## src/rtl/mc_pkg.sv

```systemverilog
// Shared types and encodings for the multicycle MIPS control unit.
// MC_BNE_EN adds the BRANCHNE state used by bne.
package mc_pkg;

  typedef enum logic [3:0] {
    S_FETCH   = 4'd0,
    S_DECODE  = 4'd1,
    S_MEMADR  = 4'd2,
    S_MEMRD   = 4'd3,
    S_MEMWB   = 4'd4,
    S_MEMWR   = 4'd5,
    S_EXECUTE = 4'd6,
    S_ALUWB   = 4'd7,
    S_BRANCH  = 4'd8,
    S_ADDIEX  = 4'd9,
    S_ADDIWB  = 4'd10,
    S_JUMP    = 4'd11
`ifdef MC_BNE_EN
    ,
    S_BRANCHNE = 4'd12
`endif
  } state_e;

  localparam logic [5:0] OP_RTYPE = 6'b000000;
  localparam logic [5:0] OP_LW    = 6'b100011;
  localparam logic [5:0] OP_SW    = 6'b101011;
  localparam logic [5:0] OP_BEQ   = 6'b000100;
  localparam logic [5:0] OP_BNE   = 6'b000101;
  localparam logic [5:0] OP_ADDI  = 6'b001000;
  localparam logic [5:0] OP_J     = 6'b000010;

  localparam logic [5:0] FN_ADD = 6'b100000;
  localparam logic [5:0] FN_SUB = 6'b100010;
  localparam logic [5:0] FN_AND = 6'b100100;
  localparam logic [5:0] FN_OR  = 6'b100101;
  localparam logic [5:0] FN_SLT = 6'b101010;

  localparam logic [2:0] ALU_AND = 3'b000;
  localparam logic [2:0] ALU_OR  = 3'b001;
  localparam logic [2:0] ALU_ADD = 3'b010;
  localparam logic [2:0] ALU_SUB = 3'b110;
  localparam logic [2:0] ALU_SLT = 3'b111;

  localparam logic [1:0] ALUOP_ADD   = 2'b00;
  localparam logic [1:0] ALUOP_SUB   = 2'b01;
  localparam logic [1:0] ALUOP_FUNCT = 2'b10;

endpackage

```

## src/rtl/mc_aludec.sv

```systemverilog
// ALU decoder: maps the FSM's aluop plus the instruction funct field to an ALU operation.
module mc_aludec
  import mc_pkg::*;
(
  input  logic [1:0] aluop_i,
  input  logic [5:0] funct_i,
  output logic [2:0] alucontrol_o
);

  always_comb begin
    alucontrol_o = ALU_ADD;
    case (aluop_i)
      ALUOP_ADD: alucontrol_o = ALU_ADD;
      ALUOP_SUB: alucontrol_o = ALU_SUB;
      ALUOP_FUNCT: begin
        case (funct_i)
          FN_ADD:  alucontrol_o = ALU_ADD;
          FN_SUB:  alucontrol_o = ALU_SUB;
          FN_AND:  alucontrol_o = ALU_AND;
          FN_OR:   alucontrol_o = ALU_OR;
          FN_SLT:  alucontrol_o = ALU_SLT;
          default: alucontrol_o = ALU_ADD;
        endcase
      end
      default: alucontrol_o = ALU_ADD;
    endcase
  end

endmodule

```

## src/rtl/mc_controller.sv

```systemverilog
// Moore-FSM control unit for a multicycle MIPS datapath.
// Define MC_BNE_EN to add bne support through the BRANCHNE state.
module mc_controller
  import mc_pkg::*;
(
  input  logic       clk,
  input  logic       reset,
  input  logic [5:0] op,
  input  logic [5:0] funct,
  input  logic       zero,
  output logic       memwrite,
  output logic       lord,
  output logic       irwrite,
  output logic       regdst,
  output logic       memtoreg,
  output logic       regwrite,
  output logic       alusrca,
  output logic [1:0] alusrcb,
  output logic [2:0] alucontrol,
  output logic       pcen,
  output logic [1:0] pcsrc,
  output logic [3:0] state
);

  state_e     state_q, state_d;
  logic [1:0] aluop;
  logic       pcwrite;
  logic       branch;
  logic       branchne;

  always_ff @(posedge clk or posedge reset) begin
    if (reset) state_q <= S_FETCH;
    else       state_q <= state_d;
  end

  // op is consulted live in DECODE and MEMADR; nothing about it is stored.
  always_comb begin
    state_d = S_FETCH;
    case (state_q)
      S_FETCH: state_d = S_DECODE;
      S_DECODE: begin
        case (op)
          OP_LW, OP_SW: state_d = S_MEMADR;
          OP_RTYPE:     state_d = S_EXECUTE;
          OP_BEQ:       state_d = S_BRANCH;
          OP_ADDI:      state_d = S_ADDIEX;
          OP_J:         state_d = S_JUMP;
`ifdef MC_BNE_EN
          OP_BNE:       state_d = S_BRANCHNE;
`endif
          default:      state_d = S_FETCH;
        endcase
      end
      S_MEMADR: begin
        if (op == OP_LW)      state_d = S_MEMRD;
        else if (op == OP_SW) state_d = S_MEMWR;
        else                  state_d = S_FETCH;
      end
      S_MEMRD:   state_d = S_MEMWB;
      S_EXECUTE: state_d = S_ALUWB;
      S_ADDIEX:  state_d = S_ADDIWB;
      default:   state_d = S_FETCH;
    endcase
  end

  always_comb begin
    memwrite = 1'b0;
    lord     = 1'b0;
    irwrite  = 1'b0;
    regdst   = 1'b0;
    memtoreg = 1'b0;
    regwrite = 1'b0;
    alusrca  = 1'b0;
    alusrcb  = 2'b00;
    pcsrc    = 2'b00;
    aluop    = ALUOP_ADD;
    pcwrite  = 1'b0;
    branch   = 1'b0;
    branchne = 1'b0;
    case (state_q)
      S_FETCH: begin
        irwrite = 1'b1;
        alusrcb = 2'b01;
        pcwrite = 1'b1;
      end
      S_DECODE: alusrcb = 2'b11;
      S_MEMADR, S_ADDIEX: begin
        alusrca = 1'b1;
        alusrcb = 2'b10;
      end
      S_MEMRD: lord = 1'b1;
      S_MEMWB: begin
        regwrite = 1'b1;
        memtoreg = 1'b1;
      end
      S_MEMWR: begin
        lord     = 1'b1;
        memwrite = 1'b1;
      end
      S_EXECUTE: begin
        alusrca = 1'b1;
        aluop   = ALUOP_FUNCT;
      end
      S_ALUWB: begin
        regdst   = 1'b1;
        regwrite = 1'b1;
      end
      S_ADDIWB: regwrite = 1'b1;
      S_BRANCH: begin
        alusrca = 1'b1;
        aluop   = ALUOP_SUB;
        pcsrc   = 2'b01;
        branch  = 1'b1;
      end
`ifdef MC_BNE_EN
      S_BRANCHNE: begin
        alusrca  = 1'b1;
        aluop    = ALUOP_SUB;
        pcsrc    = 2'b01;
        branchne = 1'b1;
      end
`endif
      S_JUMP: begin
        pcsrc   = 2'b10;
        pcwrite = 1'b1;
      end
      default: ;
    endcase
  end

  mc_aludec u_aludec (
    .aluop_i      (aluop),
    .funct_i      (funct),
    .alucontrol_o (alucontrol)
  );

  assign pcen  = pcwrite | (branch & zero) | (branchne & ~zero);
  assign state = state_q;

endmodule

```

## config.mk

```make
export PLATFORM = sky130hd
export DESIGN_NAME = mc_controller
export DESIGN_NICKNAME = d
export VERILOG_FILES = /design/src/rtl/mc_pkg.sv /design/src/rtl/mc_aludec.sv /design/src/rtl/mc_controller.sv
export SDC_FILE = /design/constraint.sdc
export NUM_CORES = 1
export LEC_CHECK = 0
export BUFFER_PORTS_ARGS = -buffer_cell sky130_fd_sc_hd__buf_2
export CAP_MARGIN = 20
export CORE_AREA = 2 2 39 41
export CTS_CLUSTER_SIZE = 24
export DETAILED_ROUTE_END_ITERATION = 10
export DIE_AREA = 0 0 41 43
export PLACE_DENSITY = 0.8
export SLEW_MARGIN = 10
export SYNTH_ARGS = -nofsm -noshare
export SYNTH_HDL_FRONTEND = slang
export SYNTH_HIERARCHICAL = 1
export SYNTH_SLANG_ARGS = --single-unit
```

## constraint.sdc

```tcl
create_clock -name clk -period 3.35 [get_ports clk]
set_clock_uncertainty 0.2 [all_clocks]
set_input_delay 0.67 -clock clk [delete_from_list [all_inputs] [get_ports clk]]
set_output_delay 0.67 -clock clk [all_outputs]
set_load 0.01 [all_outputs]
```

# Word level (Yosys, flattened, before mapping)

Index checks and enable logic that the tools add are counted.
W data, S select, Z words.

Word-level logic and storage cells: 51
Flip-flop bits (word level): 4
Bits of input ports: 15
Output and inout port bits: 19

Bitwise operators: 2
Multiplexer cells: 18
Equality and inequality tests: 22
Reductions and logical operators: 8

Operators by type and width:

| kind                 | count |
|---|---|
| $eq A6 B6 Y1 const B | 6 |
| $pmux W4 S6          | 1 |
| $pmux W4 S5          | 1 |
| $eq A4 B3 Y1 const B | 4 |
| $eq A4 B4 Y1 const B | 4 |
| $pmux W3 S4          | 1 |
| $mux W1              | 9 |
| $eq A4 B2 Y1 const B | 2 |
| $pmux W2 S2          | 2 |
| $reduce_or A2 Y1     | 4 |
| $eq A6 B2 Y1 const B | 1 |
| $eq A6 B3 Y1 const B | 1 |
| $eq A6 B4 Y1 const B | 1 |
| $logic_not A6 Y1     | 1 |
| $mux W3              | 2 |
| $pmux W2 S3          | 1 |
| $pmux W3 S2          | 1 |
| $eq A4 B1 Y1 const B | 1 |
| $logic_not A4 Y1     | 1 |
| $reduce_or A4 Y1     | 1 |
| $reduce_or A3 Y1     | 1 |
| $eq A2 B1 Y1 const B | 1 |
| $eq A2 B2 Y1 const B | 1 |
| $and A1 B1 Y1        | 1 |
| $or A1 B1 Y1         | 1 |

# Depth between registers and ports, before layout

Gate-level depths: netlist of run 1.

Depth in word-level cells: 4
Gate-level depth with buffers: 6
Gate-level depth less buffers: 6

# Cells and area by module

The synthesis of run 1 kept the hierarchy.

Modules (own cells, without submodules):

| module        | area each (um^2) | cells an instance | instances |
|---|---|---|---|
| mc_controller | 425.4            | 60                | 1 |
| mc_aludec     | 118.9            | 15                | 1 |

# Worst setup path before layout of run 1

No wires, ideal clock.

Path type: flip-flop to output port
Start: reg state_q[1] (netlist: state[1])
End: out alucontrol[2]
Cell stages (with the launch flop): 7
Slack: 757 ps
Path buffers: 1
Arrival: 1,723 ps
Path through: dfrtp_1 > clkbuf_1 > nor3_1 > inv_1 > ha_1 > nand4bb_1 > o22ai_1

Longest elaborated chain between the ends: 4
Elaborated cells on any way between the ends: 6

Ends and longest elaborated chain:

| what                                                | RTL line            | RTL |
|---|---|---|
| start: declaration                                  | mc_controller.sv:25 | `state_e state_q, state_d;` |
| start signal: assignment                            | mc_controller.sv:33 | `else state_q <= state_d;` |
| $eq A4 B4 Y1 / $eq A4 B3 Y1 (equally long branches) | mc_controller.sv:80 | `case (state_q)` |
| $pmux W2 S2 (*)                                     | mc_controller.sv:80 |  |
| named net aluop[0]                                  | mc_controller.sv:26 | `logic [1:0] aluop;` |
| $eq A2 B2 Y1 / $eq A2 B1 Y1 (equally long branches) | mc_aludec.sv:12     | `case (aluop_i)` |
| $pmux W3 S2 (*)                                     | mc_aludec.sv:12     |  |
| end: declaration                                    | mc_controller.sv:19 | `output logic [2:0] alucontrol,` |

The timed path passes the listed nets; every way through them passes the cells marked *.

# Worst setup path after layout of run 1

Start: reg state_q[3] (netlist: state[3])
End: out alucontrol[2]

Same word-level chain as after synthesis.

==> flow_summary.toml, run 1 <==
[sta]
relSlewSlack = 0.6807
layout_min_cycle_time_ns = 2.998
fmax_mhz = 333.5
fin_tns_setup_ns = 0
period_share = 0.8950
slew_violations = 0
hold_viol = 0
worst_slew_pin_slew_ns = 0.4789
setup_violations = 0
rsz0062_at_grt = "no"

[layout]
nFillCells = 134
largest_reg_flops = 4
area_growth_pct = 36.09
drive_gt1_frac = 0.3832
fin_nets = 126
antennaDiodeCount = 0

[run_status]
outcome = "complete, no violations"

[cts]
clk_path_buf_depth = 2
post_cts_buffers = 0
cts_hold_buf = 0
ctsResizeCount = 0
cts_max_level = 1
cts_root_buf = "clkbuf_4"
cts.reportedPaths.clkPinSlew_ns = 0.04
cts_tree = "yes"
cts_made_buffers = 3
clk_latency_ns = 0.24
cts_sinks = 4

[pwr]
vdd_ir_drop_max_v = 0.0002435
leakagePower_nw = 0.3414
power_density_nw_per_um2 = 452.9
p_total_mw = 0.3354

[flow_run]
drv_cap = 0

[drt]
wirelength_mm = 1.488
wl_per_cell_um = 12.10
vias = 691
drt_iter0_drc = 10
vias_per_cell = 5.618
dr.pass1.iters = 2
ant_nets = 0
drc = 0

[grt]
grt_max_degree = 17
overflow = 0
grt_antenna_before_repair = 0
grt_use_total = 0.1754
grt_pass1_vias = 557
grt_pass1_wl_mm = 2.111

[hold_path]
holdCritPathClass = "input pin to asynchronous set/reset pin"

[synthesis]
yosysWarnings = 6
synthArstFlopShare = 1.000
syn_nets = 92
synth-edff-count = 0
syn_inst = 75
synth_area_sq_um = 544.3
ys_types = 31
yosysSeqAreaShare = 0.1839
syn_avg_cell_area_sq_um = 7.257
ys_ff_latch = 4
ys_dominant_reg_cell = "dfrtp_1"

[floorplanning]
rows = 14
start_util = 0.3933
io_pins = 34
dieArea_sq_um = 1763
die_w_um = 41
die_h_um = 43
core-area_sq_um = 1384

[placement]
dpl.hpwl_mm = 1.182
io_buffers = 33
gp_congestion = 0.7741

[worst_setup_path]
setup.worst_path.class = "flip-flop to output port"
start_kind = "flip-flop"
cp_data_required_time_ns = 2.48
critPathCaptureType = "output port"
cp_max_fo = 13
critPathArrivalTime_ns = 2.13
-- worst paths after layout --
path / cells past startpoint / end / start / slack [ns]
worst max-delay path: 7 / alucontrol[2] / state[3] / 0.35
worst min-delay path: 2 / state[1] / reset / 0.10
worst max register to register: 4 / state[0] / state[1] / 1.82
worst min register to register: 2 / state[3] / state[2] / 0.44
max in group asynchronous: 2 / state[3] / reset / 2.69
min in group clk: 2 / state[3] / state[2] / 0.44
-- metal layers --
metal  track usage  part of all wire  up-vias
met5             0                 0        -
met4        0.1000             0.017        0
met3       0.01571             0.077        2
met2        0.3125              0.51       28
met1        0.1824              0.39      316
li1              -                 -      345
-- synthesized netlist by cell type (2+ instances only) --
cell type,n,share of area
a21oi_1,4,0.037
a31oi_1,2,0.023
clkbuf_1,5,0.034
dfrtp_1,4,0.18
ha_1,2,0.046
inv_1,6,0.041
nand2_1,2,0.014
nand2b_1,4,0.046
nand4bb_1,2,0.041
nor2_1,9,0.062
nor3_1,8,0.074
nor4_1,2,0.023
nor4b_1,2,0.032
o21ai_0,4,0.037
o31ai_1,2,0.028
xnor2_1,2,0.032
-- cell type report --
type	count	area, sq um	area share
well taps	16	20.02	0.02703
multi-input cells	60	402.9	0.5439
clock buffers	3	22.52	0.03041
flip-flops and latches	4	100.1	0.1351
inverters	6	22.52	0.03041
repair buffers	34	172.7	0.2331
-- metrics by stage --
step | instance area [sq um] | utilization | std cells | setup WS (ns) | hold WS [ns]
2_1_floorplan | 544.3 | - | 75 | 0.7568 | 0.2361
3_3_place_gp | 718.2 | 0.5190 | 120 | 0.6667 | 0.3500
3_5_place_dp | 718.2 | 0.5190 | 120 | 0.6034 | 0.3595
4_1_cts | 740.7 | 0.5353 | 123 | 0.3459 | 0.1001
5_1_grt | 740.7 | 0.5353 | 123 | 0.1017 | 0.1204
6_report | 740.7 | 0.5353 | 123 | 0.3518 | 0.1007
-- worst max-delay path: stages, from the launching register on --
cell and delay (ns):
dfrtp_1 0.55, nand2b_1 0.18, nor3_1 0.23, inv_1 0.08, ha_1 0.34, nand4bb_1 0.22
o22ai_1 0.13, buf_2 0.15
-- report_power, final --
part / total, mW / switching (mW) / internal (mW)
clock: 0.0640 / 0.0237 / 0.0403
combinational: 0.182 / 0.0987 / 0.0832
sequential: 0.0895 / 0.0307 / 0.0587
total: 0.335 / 0.153 / 0.182
-- cell usage in the layout (no fill, tap or decap) --
cell type and instances:
a31oi_1 2, o22ai_1 1, nand3_1 1, o21ai_0 4, a21oi_1 4, nand2_1 2, o31ai_2 1, nand3b_1 1
o31ai_1 2, o21a_1 1, nand4bb_1 2, o41a_2 1, nor3b_1 1, or4_4 1, nor4b_1 2, xor2_1 1
nand2b_1 4, nand4bb_2 1, nor4_1 2, a211oi_1 1, clkbuf_4 3, ha_1 2, nor2_1 9, nor3_1 8
or3b_1 1, buf_4 1, xnor2_1 2, inv_1 6, o211ai_1 1, dfrtp_1 4, o32a_1 1, buf_2 33
o21ai_1 1
-- logic make-up after synthesis --
kind of cell / after synthesis / synth area share
AOI/OAI and AO/OA: 20 / 0.2506
DFF: 4 / 0.1839
xor gates and xnor gates: 3 / 0.04828
buffers and inverters: 11 / 0.07586
and+or+nand+nor: 35 / 0.3954
adders and majority gates: 2 / 0.04597
No activity file was read; power rests on OpenSTA's default activity.
==> run 2: changes to the inputs <==
--- a/config.mk
+++ b/config.mk
@@ -5,13 +5,16 @@
 export SDC_FILE = /design/constraint.sdc
 export NUM_CORES = 1
 export LEC_CHECK = 0
+export ABC_AREA = 1
 export BUFFER_PORTS_ARGS = -buffer_cell sky130_fd_sc_hd__buf_2
 export CAP_MARGIN = 20
-export CORE_AREA = 2 2 39 41
+export CELL_PAD_IN_SITES_DETAIL_PLACEMENT = 0
+export CELL_PAD_IN_SITES_GLOBAL_PLACEMENT = 1
+export CORE_ASPECT_RATIO = 0.7
+export CORE_UTILIZATION = 29
 export CTS_CLUSTER_SIZE = 24
 export DETAILED_ROUTE_END_ITERATION = 10
-export DIE_AREA = 0 0 41 43
-export PLACE_DENSITY = 0.8
+export PLACE_DENSITY = 0.86
 export SLEW_MARGIN = 10
 export SYNTH_ARGS = -nofsm -noshare
 export SYNTH_HDL_FRONTEND = slang
==> flow_summary.toml, run 2 <==
[run_status]
outcome = "complete, but fails checks"
violations = "design-rule violations"

[grt]
grt_max_degree = 8
grt_pass1_wl_mm = 2.670
grt_use_total = 0.1516
grt_pass1_vias = 616
grt_antenna_before_repair = 0
overflow = 0

[worst_setup_path]
cp_common_cell = "nor2_1"
cp_data_required_time_ns = 2.48
worstSetupStartpoint = "state[0]"
cp-endpoint = "alucontrol[0]"
slowest_delay_ns = 0.45
slowest_stage = "dfrtp_1"
rrSetupSlack_ns = 2.04
rr_endpoint = "state[3]"
worstRegToRegCells = 5
path_cells = "nor2_1 > inv_2 > nor2_1 > inv_1 > ha_1 > or2_1 > a21oi_1 > buf_2"
start_kind = "flip-flop"
reg2reg_from = "state[1]"
path_buf_inv = 3
critPathArrivalTime_ns = 1.96
crit_cells = 8
path_delay_family = "simple AND/OR/NAND/NOR gates"
cp_max_fo = 7
critPathCaptureType = "output port"
setup.worst_path.class = "flip-flop to output port"

[drt]
wirelength_mm = 1.658
wl_per_cell_um = 9.367
vias_per_cell = 4.508
drt_iter0_drc = 34
highest_layer = "met3"
wirelength_met1_um = 909
dr_wl_met2_um = 605
drc = 3
vias = 798
ant_nets = 0
dr.pass1.iters = 9
dr_wl_met3_um = 144

[synthesis]
ys_types = 17
synth_largest_area_cell = "dfrtp_1"
synthArstFlopShare = 1.000
syn_nets = 136
synth_top_area_frac = 0.1600
synth_xor_area_frac = 0
synthAdderAreaFrac = 0.04000
yosysSeqAreaShare = 0.1600
muxShareOfSynthArea = 0
syn_avg_cell_area_sq_um = 5.257
ys_ff_latch = 4
synth_area_sq_um = 625.6
yosysWarnings = 6
synth_compound_area_frac = 0.06200
ys_dominant_reg_cell = "dfrtp_1"
synth_top_family_by_area = "simple AND/OR/NAND/NOR gates"
syn_inst = 119
synth_commonest_cells = "nand2_1 (25), nor2_1 (25), inv_1 (22)"
synth-simple-area-share = 0.5820
synth_area_leaders = "dfrtp_1 (16%), nand2_1 (15%), nor2_1 (15%)"
synth-edff-count = 0

[sta]
layout_min_cycle_time_ns = 2.828
period_share = 0.8443
relSlewSlack = 0.7704
setup_violations = 0
fin_tns_setup_ns = 0
hold_viol = 0
rsz0062_at_grt = "no"
worst_slew_pin_slew_ns = 0.3431
fmax_mhz = 353.6
slew_violations = 0

[pwr]
vdd_ir_drop_max_v = 0.0001738
combPwrFrac = 0.600
internal_power_mw = 0.1752
netSwitchingFraction = 0.4924
p_total_mw = 0.3452
leakagePower_nw = 0.5042
pwr-share-seq = 0.226
clkPwrFrac = 0.173
switchingPower_mw = 0.1700
power_density_nw_per_um2 = 410.6

[floorplanning]
io_pins = 34
die_h_um = 40.86
core-area_sq_um = 1936
die_w_um = 57.52
rows = 13
dieArea_sq_um = 2350
start_util = 0.3232

[layout]
fin_nets = 174
final_cell_mix = "buf_2 (33), nor2_1 (25), nand2_1 (25)"
stdcell_count = 177
antennaDiodeCount = 0
area_growth_pct = 34.40
drive_gt1_frac = 0.3419
largest_reg_flops = 4
layout_commonest_cell = "buf_2"

[cts]
cts_root_buf = "clkbuf_4"
cts_sinks = 4
clk_path_buf_depth = 2
cts_tree = "yes"
cts_made_buffers = 3
cts.reportedPaths.clkPinSlew_ns = 0.04
cts_hold_buf = 0
ctsResizeCount = 0
post_cts_buffers = 0
clk_latency_ns = 0.23
cts_max_level = 1

[placement]
place_inst = 174
io_buffers = 33
dpl.hpwl_mm = 1.466
gp_congestion = 0.8097

[flow_run]
drv_cap = 0

[hold_path]
holdCritPathClass = "input pin to asynchronous set/reset pin"
[run 2: changes by cell type after synthesis, sizes merged, moves of 3 or more]
cell / change
nor2: +25
nand2: +26
nand4bb: -3
nand2b: -4
inv: +20
clkbuf: -5
nand3: +12
o31ai: -3
nor3: -7
[run 2: worst min-delay path by stage]
stage	cells after the start	endpoint	from	slack, ns
final	2	state[3]	reset	0.11
after global routing	2	state[3]	reset	0.12
after CTS	2	state[3]	reset	0.11
after detailed placement	2	state[3]	reset	0.36
after global placement	2	state[3]	reset	0.36
after floorplan	1	state[0]	reset	0.24
[run 2: layer usage]
metal,vias up,global-route usage
li1,432,-
met1,337,0.2398
met2,29,0.1948
met3,0,0.03470
met4,0,0.03659
met5,-,0
[run 2: per-stage QoR]
step	hold WS [ns]	utilization	cell area [sq um]	worst slack, ns
global placement	0.3576	0.4228	818.3	0.7969
floorplan	0.2361	-	625.6	0.8606
detailed placement	0.3613	0.4228	818.3	0.7691
global route	0.1202	0.4344	840.8	0.3149
finish	0.1123	0.4344	840.8	0.5215
CTS	0.1101	0.4344	840.8	0.5099
[run 2: worst register-to-register path, cell delays in order, from the launching register on]
cell and delay (ns):
dfrtp_1 0.45, inv_1 0.12, nand2_2 0.08, nor2_2 0.20, nand2_1 0.11, nand3_1 0.09
[run 2: final cells by class]
| type | count | area [sq um] |
|---|---|---|
| inverter | 26 | 97.59 |
| timing repair buffer | 33 | 165.2 |
| tap | 22 | 27.53 |
| clock buffer | 3 | 22.52 |
| fill | 211 | 1095 |
| multi-input combinational | 89 | 427.9 |
| sequential | 4 | 100.1 |
[run 2: cells by family after synthesis]
kind of cell,Yosys count
AO/OA/AOI/OAI,7
adder cells (fa/ha/maj),2
buffers and inverters,26
AND/OR/NAND/NOR,80
flip-flops,4
[run 2: power groups by stage]
stage / combinational, mW / clock, mW / sequential (mW)
2_1_floorplan: 0.129 / 0 / 0.0803
3_3_place_gp: 0.210 / 0 / 0.0762
3_5_place_dp: 0.208 / 0 / 0.0784
4_1_cts: 0.209 / 0.0618 / 0.0777
5_1_grt: 0.238 / 0.0644 / 0.0809
6_report: 0.207 / 0.0599 / 0.0781
==> run 3: changes to the inputs <==
--- a/config.mk
+++ b/config.mk
@@ -5,16 +5,16 @@
 export SDC_FILE = /design/constraint.sdc
 export NUM_CORES = 1
 export LEC_CHECK = 0
-export ABC_AREA = 1
+export ABC_AREA = 0
 export BUFFER_PORTS_ARGS = -buffer_cell sky130_fd_sc_hd__buf_2
 export CAP_MARGIN = 20
 export CELL_PAD_IN_SITES_DETAIL_PLACEMENT = 0
 export CELL_PAD_IN_SITES_GLOBAL_PLACEMENT = 1
 export CORE_ASPECT_RATIO = 0.7
-export CORE_UTILIZATION = 29
+export CORE_UTILIZATION = 27
 export CTS_CLUSTER_SIZE = 24
 export DETAILED_ROUTE_END_ITERATION = 10
-export PLACE_DENSITY = 0.86
+export PLACE_DENSITY = 0.8
 export SLEW_MARGIN = 10
 export SYNTH_ARGS = -nofsm -noshare
 export SYNTH_HDL_FRONTEND = slang
==> constraint.sdc (replaced) <==
create_clock -name clk -period 2.8 [get_ports clk]
set_clock_uncertainty 0.2 [all_clocks]
set_input_delay 0.56 -clock clk [delete_from_list [all_inputs] [get_ports clk]]
set_output_delay 0.56 -clock clk [all_outputs]
set_load 0.01 [all_outputs]
==> flow_summary.toml, run 3 (synthesis results as in run 1) <==
[pwr]
leakagePower_nw = 0.3699
power_density_nw_per_um2 = 528.8
vdd_ir_drop_max_v = 0.0004157
p_total_mw = 0.4294

[worst_setup_path]
cp_data_required_time_ns = 2.04
setup.worst_path.class = "flip-flop to output port"
critPathCaptureType = "output port"
critPathArrivalTime_ns = 1.91
start_kind = "flip-flop"
slowest_stage = "dfrtp_1"
path_cells = "nand2b_4 > nor3_4 > inv_1 > ha_1 > nand4bb_1 > o22ai_1 > buf_2"
cp_max_fo = 5
path_buf_inv = 2
path_delay_family = "simple AND/OR/NAND/NOR gates"
slowest_delay_ns = 0.36

[sta]
worst_slew_pin_slew_ns = 0.2702
setup_slack_ns = 0.1344
period_share = 0.9520
setup_violations = 0
rsz0062_at_grt = "no"
fmax_mhz = 375.1
relSlewSlack = 0.8173
layout_min_cycle_time_ns = 2.666
slew_violations = 0
fin_tns_setup_ns = 0
hold_viol = 0

[run_status]
outcome = "complete, no violations"

[layout]
area_growth_pct = 49.20
fin_nets = 131
layout_commonest_cell = "buf_2"
drive_gt1_frac = 0.4375
antennaDiodeCount = 0
largest_reg_flops = 4
final_cell_mix = "buf_2 (33), nor2_1 (8), nor3_1 (7)"
final_core_util = 0.4341

[cts]
cts_sinks = 4
cts_root_buf = "clkbuf_4"
clk_path_buf_depth = 2
clk_latency_ns = 0.24
cts.reportedPaths.clkPinSlew_ns = 0.04
cts_max_level = 1
cts_made_buffers = 3
cts_tree = "yes"

[grt]
overflow = 0
grt_max_degree = 15
grt_use_total = 0.1626
grt_pass1_wl_mm = 2.566
grt_antenna_before_repair = 0
grt_pass1_vias = 586

[floorplanning]
dieArea_sq_um = 2202
start_util = 0.2910
core-area_sq_um = 1871
die_h_um = 39.57
io_pins = 34
rows = 13
die_w_um = 55.67

[placement]
gp_congestion = 0.7579
dpl.hpwl_mm = 1.306
io_buffers = 33
pre_cts_slack_ns = 0.2904

[drt]
wirelength_mm = 1.667
dr.pass1.iters = 4
wl_per_cell_um = 12.44
vias_per_cell = 5.127
vias = 687
drt_iter0_drc = 13
drc = 0
ant_nets = 0

[flow_run]
drv_cap = 0

[hold_path]
holdCritPathClass = "flip-flop to flip-flop"
-- run 3: timing repair --
action	CTS	global route
resized for setup	0	6
endpoints found under the setup margin	0	2
hold buffers	1	0
setup buffers	0	1
hold endpoints to repair	4	0
-- run 3: worst reg2reg max path: stages (launching register included) --
cell	delay, ns
dfrtp_1	0.41
buf_4	0.20
o32a_1	0.37
o31ai_2	0.17
-- run 3: final cells by class --
cell class                 instances  area (sq um)
clock buffer                       3         22.52
fill                             190          1059
inverter                           6         22.52
multi-input combinational         60         426.7
sequential                         4         100.1
tap                               22         27.53
timing repair buffer              39         212.7
-- run 3: worst paths after layout --
path,endpoint,from,cells past startpoint,slack (ns)
worst max-delay path,alucontrol[2],state[2],7,0.13
worst min-delay path,state[3],state[2],2,0.44
worst max register to register,state[0],state[1],3,1.36
worst min register to register,state[3],state[2],2,0.44
max in group asynchronous,state[0],reset,3,1.70
min in group asynchronous,state[1],reset,3,0.55
-- run 3: report_power, final --
group / switching, mW / internal (mW) / total (mW) / leakage, nW
Clock: 0.0243 / 0.0480 / 0.0723 / 0.0138
Sequential: 0.0215 / 0.0707 / 0.0922 / 0.0532
Combinational: 0.146 / 0.119 / 0.265 / 0.303
Total: 0.191 / 0.238 / 0.429 / 0.370
-- run 3: per-layer routing --
layer	vias to the layer above	global-route usage	wire [um]
li1	354	-	-
met1	310	0.1876	778
met3	3	0.08581	134
met4	0	0.08125	17
met2	20	0.2500	735
met5	-	0	0
-- run 3: stage by stage --
step	instance area (sq um)	hold WS (ns)	instances
2_1_floorplan	544.3	0.1261	75
3_3_place_gp	748.2	0.2485	129
3_5_place_dp	748.2	0.2522	129
4_1_cts	780.7	0.4280	133
5_1_grt	812.0	0.4964	134
6_report	812.0	0.4422	134
